==> src/rtl/mem_arb_pkg.sv <==
// Shared definitions for the two-cache memory port arbiter.
//   arb_state_e : arbiter FSM states (idle, serving I, serving D, dead release cycle)
//   side_e      : identifies a requesting cache side (I_cache or D_cache)
//   ADDR_W_DEF / DATA_W_DEF : default line address and line data widths
package mem_arb_pkg;

    localparam int ADDR_W_DEF = 28;
    localparam int DATA_W_DEF = 128;

    typedef enum logic [1:0] {
        ST_IDLE    = 2'd0,
        ST_SERVE_I = 2'd1,
        ST_SERVE_D = 2'd2,
        ST_RELEASE = 2'd3
    } arb_state_e;

    typedef enum logic {
        SIDE_I = 1'b0,
        SIDE_D = 1'b1
    } side_e;

endpackage

==> src/rtl/rr_arb2.sv <==
// Two-input arbiter between the I_cache and D_cache request lines.
//   req_i, req_d : level requests from each side
//   last_grant   : side that completed the most recent transaction
//   rr_en        : 1 = alternate on a tie, 0 = D always wins a tie
//   gnt_i, gnt_d : one-hot grant, or none when nobody requests
module rr_arb2
    import mem_arb_pkg::*;
(
    input  logic  req_i,
    input  logic  req_d,
    input  side_e last_grant,
    input  logic  rr_en,
    output logic  gnt_i,
    output logic  gnt_d
);

    // Grant selection; a tie goes to the side that was not served last when rr_en is set.
    always_comb begin
        gnt_i = 1'b0;
        gnt_d = 1'b0;
        if (req_i && req_d) begin
            if (rr_en && (last_grant == SIDE_D)) begin
                gnt_i = 1'b1;
            end else begin
                gnt_d = 1'b1;
            end
        end else if (req_d) begin
            gnt_d = 1'b1;
        end else if (req_i) begin
            gnt_i = 1'b1;
        end else begin
            gnt_i = 1'b0;
            gnt_d = 1'b0;
        end
    end

endmodule

==> src/rtl/mem_port_arbiter.sv <==
// Shares one unified memory port between the I_cache and D_cache line interfaces.
// One 128-bit line transaction is granted at a time; the winner's command is latched
// into registered strobe/address/data outputs and held until the memory answers.
//   clk, rst_n                   : clock, synchronous active-low reset
//   mem_read_X / mem_write_X     : level requests from cache side X (I or D)
//   mem_addr_X / mem_wdata_X     : line address / write line from side X
//   mem_rdata_X / mem_ready_X    : read line and completion back to side X
//   mem_read / mem_write         : registered memory strobes
//   mem_addr / mem_wdata         : registered memory address / write line
//   mem_rdata / mem_ready        : memory read line and 1-cycle completion pulse
module mem_port_arbiter
    import mem_arb_pkg::*;
#(
    parameter int ADDR_W = ADDR_W_DEF,
    parameter int DATA_W = DATA_W_DEF,
    parameter bit RR_EN  = 1'b1
)
(
    input  logic              clk,
    input  logic              rst_n,
    input  logic              mem_read_I,
    input  logic              mem_write_I,
    input  logic [ADDR_W-1:0] mem_addr_I,
    input  logic [DATA_W-1:0] mem_wdata_I,
    output logic [DATA_W-1:0] mem_rdata_I,
    output logic              mem_ready_I,
    input  logic              mem_read_D,
    input  logic              mem_write_D,
    input  logic [ADDR_W-1:0] mem_addr_D,
    input  logic [DATA_W-1:0] mem_wdata_D,
    output logic [DATA_W-1:0] mem_rdata_D,
    output logic              mem_ready_D,
    output logic              mem_read,
    output logic              mem_write,
    output logic [ADDR_W-1:0] mem_addr,
    output logic [DATA_W-1:0] mem_wdata,
    input  logic [DATA_W-1:0] mem_rdata,
    input  logic              mem_ready
);

    arb_state_e        state_r,      state_nxt_s;
    side_e             last_grant_r, last_grant_nxt_s;
    logic              read_r,       read_nxt_s;
    logic              write_r,      write_nxt_s;
    logic [ADDR_W-1:0] addr_r,       addr_nxt_s;
    logic [DATA_W-1:0] wdata_r,      wdata_nxt_s;

    logic req_i_s;
    logic req_d_s;
    logic gnt_i_s;
    logic gnt_d_s;

    assign req_i_s = mem_read_I | mem_write_I;
    assign req_d_s = mem_read_D | mem_write_D;

    rr_arb2 u_rr_arb2 (
        .req_i      (req_i_s),
        .req_d      (req_d_s),
        .last_grant (last_grant_r),
        .rr_en      (RR_EN),
        .gnt_i      (gnt_i_s),
        .gnt_d      (gnt_d_s)
    );

    // Next-state and next-command logic; grants are only taken in IDLE, and a write
    // request wins over a read request raised by the same side.
    always_comb begin
        state_nxt_s      = state_r;
        last_grant_nxt_s = last_grant_r;
        read_nxt_s       = read_r;
        write_nxt_s      = write_r;
        addr_nxt_s       = addr_r;
        wdata_nxt_s      = wdata_r;
        case (state_r)
            ST_IDLE: begin
                if (gnt_d_s) begin
                    state_nxt_s = ST_SERVE_D;
                    write_nxt_s = mem_write_D;
                    read_nxt_s  = ~mem_write_D;
                    addr_nxt_s  = mem_addr_D;
                    wdata_nxt_s = mem_wdata_D;
                end else if (gnt_i_s) begin
                    state_nxt_s = ST_SERVE_I;
                    write_nxt_s = mem_write_I;
                    read_nxt_s  = ~mem_write_I;
                    addr_nxt_s  = mem_addr_I;
                    wdata_nxt_s = mem_wdata_I;
                end else begin
                    state_nxt_s = ST_IDLE;
                end
            end
            ST_SERVE_I: begin
                if (mem_ready) begin
                    state_nxt_s      = ST_RELEASE;
                    last_grant_nxt_s = SIDE_I;
                    read_nxt_s       = 1'b0;
                    write_nxt_s      = 1'b0;
                end else begin
                    state_nxt_s = ST_SERVE_I;
                end
            end
            ST_SERVE_D: begin
                if (mem_ready) begin
                    state_nxt_s      = ST_RELEASE;
                    last_grant_nxt_s = SIDE_D;
                    read_nxt_s       = 1'b0;
                    write_nxt_s      = 1'b0;
                end else begin
                    state_nxt_s = ST_SERVE_D;
                end
            end
            ST_RELEASE: begin
                // Dead cycle so the served cache can drop its request before re-arbitration.
                state_nxt_s = ST_IDLE;
            end
            default: begin
                state_nxt_s = ST_IDLE;
                read_nxt_s  = 1'b0;
                write_nxt_s = 1'b0;
            end
        endcase
    end

    // State and latched command registers with synchronous active-low reset.
    always_ff @(posedge clk) begin
        if (!rst_n) begin
            state_r      <= ST_IDLE;
            last_grant_r <= SIDE_I;
            read_r       <= 1'b0;
            write_r      <= 1'b0;
            addr_r       <= {ADDR_W{1'b0}};
            wdata_r      <= {DATA_W{1'b0}};
        end else begin
            state_r      <= state_nxt_s;
            last_grant_r <= last_grant_nxt_s;
            read_r       <= read_nxt_s;
            write_r      <= write_nxt_s;
            addr_r       <= addr_nxt_s;
            wdata_r      <= wdata_nxt_s;
        end
    end

    assign mem_read  = read_r;
    assign mem_write = write_r;
    assign mem_addr  = addr_r;
    assign mem_wdata = wdata_r;

    // Completion is forwarded combinationally, and only to the side being served;
    // read data fans out to both caches and is qualified by ready alone.
    assign mem_ready_I = (state_r == ST_SERVE_I) & mem_ready;
    assign mem_ready_D = (state_r == ST_SERVE_D) & mem_ready;
    assign mem_rdata_I = mem_rdata;
    assign mem_rdata_D = mem_rdata;

endmodule

==> config.mk <==
export PLATFORM = sky130hd
export DESIGN_NAME = mem_port_arbiter
export DESIGN_NICKNAME = d
export VERILOG_FILES = /design/src/rtl/mem_arb_pkg.sv /design/src/rtl/rr_arb2.sv /design/src/rtl/mem_port_arbiter.sv
export SDC_FILE = /design/constraint.sdc
export NUM_CORES = 1
export LEC_CHECK = 0
export ABC_CLOCK_PERIOD_IN_PS = 4550
export BUFFER_PORTS_ARGS = -buffer_cell sky130_fd_sc_hd__buf_2
export CAP_MARGIN = 30
export CORE_AREA = 3 3 336 338
export CTS_CLUSTER_DIAMETER = 30
export CTS_CLUSTER_SIZE = 30
export DETAILED_ROUTE_END_ITERATION = 8
export DIE_AREA = 0 0 339 341
export GPL_TIMING_DRIVEN = 0
export HOLD_SLACK_MARGIN = 0.08
export PLACE_DENSITY_LB_ADDON = 0.12
export SYNTH_ARGS = -nofsm -noshare
export SYNTH_HDL_FRONTEND = slang
export SYNTH_SLANG_ARGS = --single-unit
export TNS_END_PERCENT = 1
==> constraint.sdc <==
create_clock -name clk -period 4.55 [get_ports clk]
set_input_delay 0 -clock clk [delete_from_list [all_inputs] [get_ports clk]]
set_output_delay 0 -clock clk [all_outputs]
set_load 0.03 [all_outputs]
# [Yosys cells after proc, flatten, opt, wreduce, memory -nomap -nowiden]
# Cells that the tools add are included.
[classes] add_sub_neg=0 n_mul=0 n_div=0 n_lt_le_gt_ge=0 eq_ne=7 shifts=0 n_mux=25 bitwise=6 reduce_logical=9
[ops] cell="$mux W128" n=2
[ops] cell="$mux W28" n=2
[ops] cell="$mux W1" n=15
[ops] cell="$pmux W2 S4" n=1
[ops] cell="$pmux W1 S2" n=3
[ops] cell="$reduce_and A3 Y1" n=2
[ops] cell="$reduce_bool A2 Y1" n=3
[ops] cell="$eq A2 B2 Y1 const B" n=2
[ops] cell="$mux W2" n=2
[ops] cell="$ne A2 B2 Y1 const B" n=2
[ops] cell="$ne A3 B3 Y1 const B" n=1
[ops] cell="$and A1 B1 Y1" n=2
[ops] cell="$eq A2 B1 Y1 const B" n=1
[ops] cell="$logic_not A2 Y1" n=1
[ops] cell="$ne A2 B1 Y1 const B" n=1
[ops] cell="$not A1 Y1" n=2
[ops] cell="$or A1 B1 Y1" n=2
[ops] cell="$reduce_and A2 Y1" n=1
[ops] cell="$reduce_or A2 Y1" n=1
[ops] cell="$logic_and A1 B1 Y1" n=1
[word_totals] regBits=161 latchBits=0 ramBits=0 romBits=0 in_bits=447 output_inout_bits=416 elab_cells=53 mem_count=0

# [Longest topological paths before layout]
[logic_depth] depth_word=7 mapped_depth=7 depth_no_buf=5

# [Cells and area by module]
# Synthesis repeated with hierarchy kept, for this count alone.
[unflattened] cells_unflattened=995 hier_area_um2=9664.3
[by_module_without_submodules] mod="mem_port_arbiter" n_inst=1 cells_per_inst=991 area_each_um2=9643.0 seq_area_each_um2=3223.1
[by_module_without_submodules] mod="rr_arb2" n_inst=1 cells_per_inst=4 area_each_um2=21.3 seq_area_each_um2=0.0

# [Worst setup path before layout]
# Ideal clock, no wire load.
[synth_path] path_type="register to register" from="register state_r[0]" to="register wdata_r[101] (netlist: mem_wdata[101])" setup_time_ns=0.070 t_arrival_ns=1.426 required_time_ns=4.480 path_slack_ns=3.054 path_stages_with_launch=8 n_path_buf=2 synth_period_minus_slack_ns=1.496 cell_sequence="dfxtp_1 -> inv_1 -> ha_1 -> o41a_1 -> buf_2 -> clkbuf_1 -> o21ai_0 -> a21oi_1"
[synth_between] elab_chain_len=2
[synth_rtl] item="start: declaration" line="mem_port_arbiter.sv:41" text="arb_state_e state_r, state_nxt_s;"
[synth_rtl] item="start signal: assignment" line="mem_port_arbiter.sv:134" text="state_r <= state_nxt_s;"
[synth_rtl] item="$logic_not A2 Y1" line="mem_port_arbiter.sv:74" text="case (state_r)"
[synth_rtl] item="$reduce_and A2 Y1 (no source line)"
[synth_rtl] item="end signal: assignment" line="mem_port_arbiter.sv:132" text="wdata_r <= {DATA_W{1'b0}};"
[synth_rtl] item="end signal: assignment" line="mem_port_arbiter.sv:139" text="wdata_r <= wdata_nxt_s;"
[synth_rtl] item="end: declaration" line="mem_port_arbiter.sv:46" text="logic [DATA_W-1:0] wdata_r, wdata_nxt_s;"
# No other way between the ends.
# A chain may end at the register's enable or synchronous reset.

# [Worst setup path in the final report]
[layout_path] from="input mem_read_D" to="register wdata_r[73] (netlist: mem_wdata[73])"
[layout_between] elab_chain_len=5 word_cells_on_any_way=9 classes_between="mux: 5; bitwise: 1; reduce/logical: 3"
[layout_rtl] item="start: declaration" line="mem_port_arbiter.sv:27" text="input logic mem_read_D,"
[layout_rtl] item="$or A1 B1 Y1 (*)" line="mem_port_arbiter.sv:54" text="assign req_d_s = mem_read_D | mem_write_D;"
[layout_rtl] item="$mux W1 / $logic_and A1 B1 Y1 (equally long branches)" line="rr_arb2.sv:27, rr_arb2.sv:21"
[layout_rtl] item="$mux W1" line="rr_arb2.sv:21" text="if (req_i && req_d) begin"
[layout_rtl] item="$reduce_bool A2 Y1 (no source line)"
[layout_rtl] item="$reduce_and A2 Y1 (no source line)"
# Mark *: on every way between the ends. The rest lies on a longest branch, timed or not.

==> Flow_metrics.wiki <==
{| class="wikitable"
! Metric !! Value
|-
| Clock slew at reported path FFs || 0.08 ns
|-
| Iter 0 DRT Violations || approximately 450
|-
| Cell types with the highest counts after synthesis || o21ai_0 (273), buf_4 (271), dfxtp_1 (161)
|-
| Sum of negative setup slack || 0 ns
|-
| Hold crit path type || in2reg
|-
| RSZ-0062 raised after global routing || false
|-
| Root buffer cell || clkbuf_16
|-
| Pre-CTS setup slack || slightly below 2 ns
|-
| Global Route Usage Sum || a little under an eighth
|-
| Relative area change from synthesis to final layout || 101%
|-
| CP startpoint kind || input port
|-
| Crit path kind || in2reg
|-
| Worst Skew || between 0.015 and 0.02 ns
|-
| Cell taking the most area after synthesis || dfxtp_1
|-
| Leakage power total || between 8 and 9 nW
|-
| Post-Syn Instances || about 1.2k
|-
| Arr. time, crit path || 3.37 ns
|-
| Total vias in the final route || around 13k
|-
| Maximum number of pins on one net before global-route repair || 17
|-
| Overall die area || about 120,000 sq um
|-
| Number of synthesized flops with an enable pin || 0
|-
| Synth Register Bits || roughly 160
|-
| Post-layout utilization of the core || ~17%
|-
| Critical R2R Launch || state_r[1]
|-
| Number of hold violations in the final report || 0
|-
| Cell area power density || between 400 and 500 nW/um^2
|-
| Number of max-capacitance violations reported || 0
|-
| Number of warnings printed during yosys synthesis || 0
|-
| CTS hold repair buffers || 320
|-
| Post-CTS setup-driven buffer insertion count || 0
|-
| Count of input and output buffers || ~730
|-
| Global-route wire length before repair || 98,200 um
|-
| Cell area after technology mapping || between 9000 and 10,000 sq um
|-
| Count of pins on the block boundary || approximately 860
|-
| Core outline area || roughly 110,000 sq um
|-
| DRC violations left || 0
|-
| Length in cells of the worst reg-to-reg path || 8
|-
| Cell depth of the worst hold path || 3
|-
| Top area cells in the synthesized netlist || dfxtp_1 (35%), buf_4 (22%), o21ai_0 (15%), a31oi_1 (10%), a21oi_1 (8.5%)
|-
| Critical path, cell by cell || dlygate4sd3_1 > buf_2 > nor2_1 > buf_2 > clkbuf_1 > o21ai_0 > a21oi_1 > dlygate4sd3_1
|-
| Total iterations of the first detailed-routing run || 4
|-
| H-tree level count || 4
|-
| Slack of the worst reg-to-reg path || around 1.7 ns
|-
| Dominant delay contributor by cell family on the critical path || buffers and inverters
|-
| Antenna violations before repair || 32
|-
| Die Wd || roughly 340 um
|-
| Critical path's slowest cell || dlygate4sd3_1
|-
| Number of resized instances in the post-cts repair step || 0
|-
| Via/cell ratio || about 3.5
|-
| Total nets after synthesis || 1,651
|-
| Worst vdd ir || between 0.2 and 0.25 mV
|-
| Leading cell type by number of instances after synthesis || o21ai_0
|-
| Effective utilization at floorplan || roughly 8.4%
|-
| Post-DRT Antenna Nets || 0
|-
| Max clock buf depth || 2
|-
| Syn avg cell area || slightly below 8 sq um
|-
| Number of sinks on the clock net || around 160
|-
| Start point of the worst hold path || rst_n
|-
| WP data required || 5.01 ns
|-
| Capture instance of the worst register-to-register path || mem_wdata[72]
|-
| Skew-Pair Late Insertion Delay || 0.52 ns
|-
| Tightest slew margin relative to the limit || a little under half
|-
| Final GP Congestion || 0.847
|-
| Result of the run || finished, final reports clean
|-
| Routed wirelength normalized by instance count || about 19 um
|-
| Fraction of synthesis flops using an asynchronous set or reset pin || 0%
|-
| Distinct cell type count of the synthesized netlist || 32
|-
| Critical path capture point type || flop
|-
| Hold path endpoint || last_grant_r
|-
| Top achievable clock speed || roughly 340 MHz
|-
| Final clock period utilization by the worst path || about 64%
|-
| Max-slew violation count || 0
|-
| Clock tree from TritonCTS || yes
|-
| Final WL || around 71,000 um
|-
| Min cycle time layout || 2.91 ns
|-
| Slew at the pin closest to its max-slew limit || about 0.8 ns
|-
| Share of cells above drive strength 1 || 47.5%
|-
| Setup violators final || 0
|-
| DIE HEIGHT || between 300 and 400 um
|-
| Number of buffers added by the clock tree synthesis step || 17
|-
| Leftover overflow at the end of global routing || 0
|-
| Number of buffer and inverter instances along the worst setup path || 5
|-
| Share of the synthesized area in the top cell type || 34.6%
|-
| Crit Path Max Fanout || 10
|-
| Number of global-route vias before repair || approximately 14k
|-
| Number of cell rows || 122
|-
| Worst setup slack after layout || between 1.5 and 2 ns
|-
| Post-synth top flop || dfxtp_1
|-
| Sequential-to-total area share from yosys stat || 34.6%
|-
| HPWL after detailed placement || about 56,000 um
|-
| Largest stage delay on the critical path || 0.62 ns
|-
| Net count of the finished layout || approximately 2.7k
|}
[placed cells by master, fill, tap and decap left out, drive strengths merged, types with 3 or more instances in the layout]
cell type and count:
a21oi 158, a31oi 156, buf 1043, clkbuf 86, clkinv 3, dfxtp 161
diode 14, dlygate4sd3 320, ha 5, inv 12, o21ai 314
[kinds of logic after synthesis]
kind of cell	synth area share, %
adder cells (fa/ha/maj)	0.671
flip-flops	34.6
buffers and inverters	27.0
AO/OA/AOI/OAI	37.3
AND/OR/NAND/NOR	0.430
[final cells by class]
cell class	instances	area, sq um
timing repair buffer	1053	6880
antenna	14	35.0
inverter	6	22.5
clock buffer	19	453
tap	1488	1860
multi-input combinational	655	3580
sequential	161	3220
fill	12800	91700
buffer	377	2500
clock inverter	13	149
[flip-flops by register name, indices dropped and copies added, names as in the netlist]
name and count:
mem_addr 28, mem_wdata 128, mem_write 1, state_r 2, last_grant_r 1, mem_read 1
[through the flow]
stage	instances	total power, mW	hold slack, ns	instance area, sq um
finish	3786	9.34	0.106	18700
global route	3781	9.96	0.181	18700
CTS	3772	9.52	0.126	18700
detailed placement	3420	6.93	0.251	14900
global placement	3419	6.95	0.254	14800
floorplan	1199	5.13	0.132	9320
[power breakdown]
group	switching, mW	leakage, nW	internal [mW]
clock network	0.825	0.293	0.850
logic	3.37	7.05	2.05
registers	0.298	1.34	1.95
[worst max path at each step]
stage                endpoint  cells past startpoint         start
2_1_floorplan  mem_wdata[101]                      7    state_r[0]
3_3_place_gp    mem_wdata[71]                      5  last_grant_r
3_5_place_dp    mem_wdata[81]                      5  last_grant_r
4_1_cts         mem_wdata[81]                      6  last_grant_r
5_1_grt         mem_wdata[88]                      6  last_grant_r
6_report        mem_wdata[73]                      8    mem_read_D
[metal layers]
metal	global-route usage [%]	part of all wire, %
met5	0	0.19
met2	21.1	52
met4	4.47	2.6
met1	12.7	38
met3	3.87	7.6
[tightest hold or removal path, cell delays in order]
cell and delay (ns):
clkbuf_1 0.30, inv_1 0.21, nor2_1 0.06
Power figures use the tool's default switching activity.
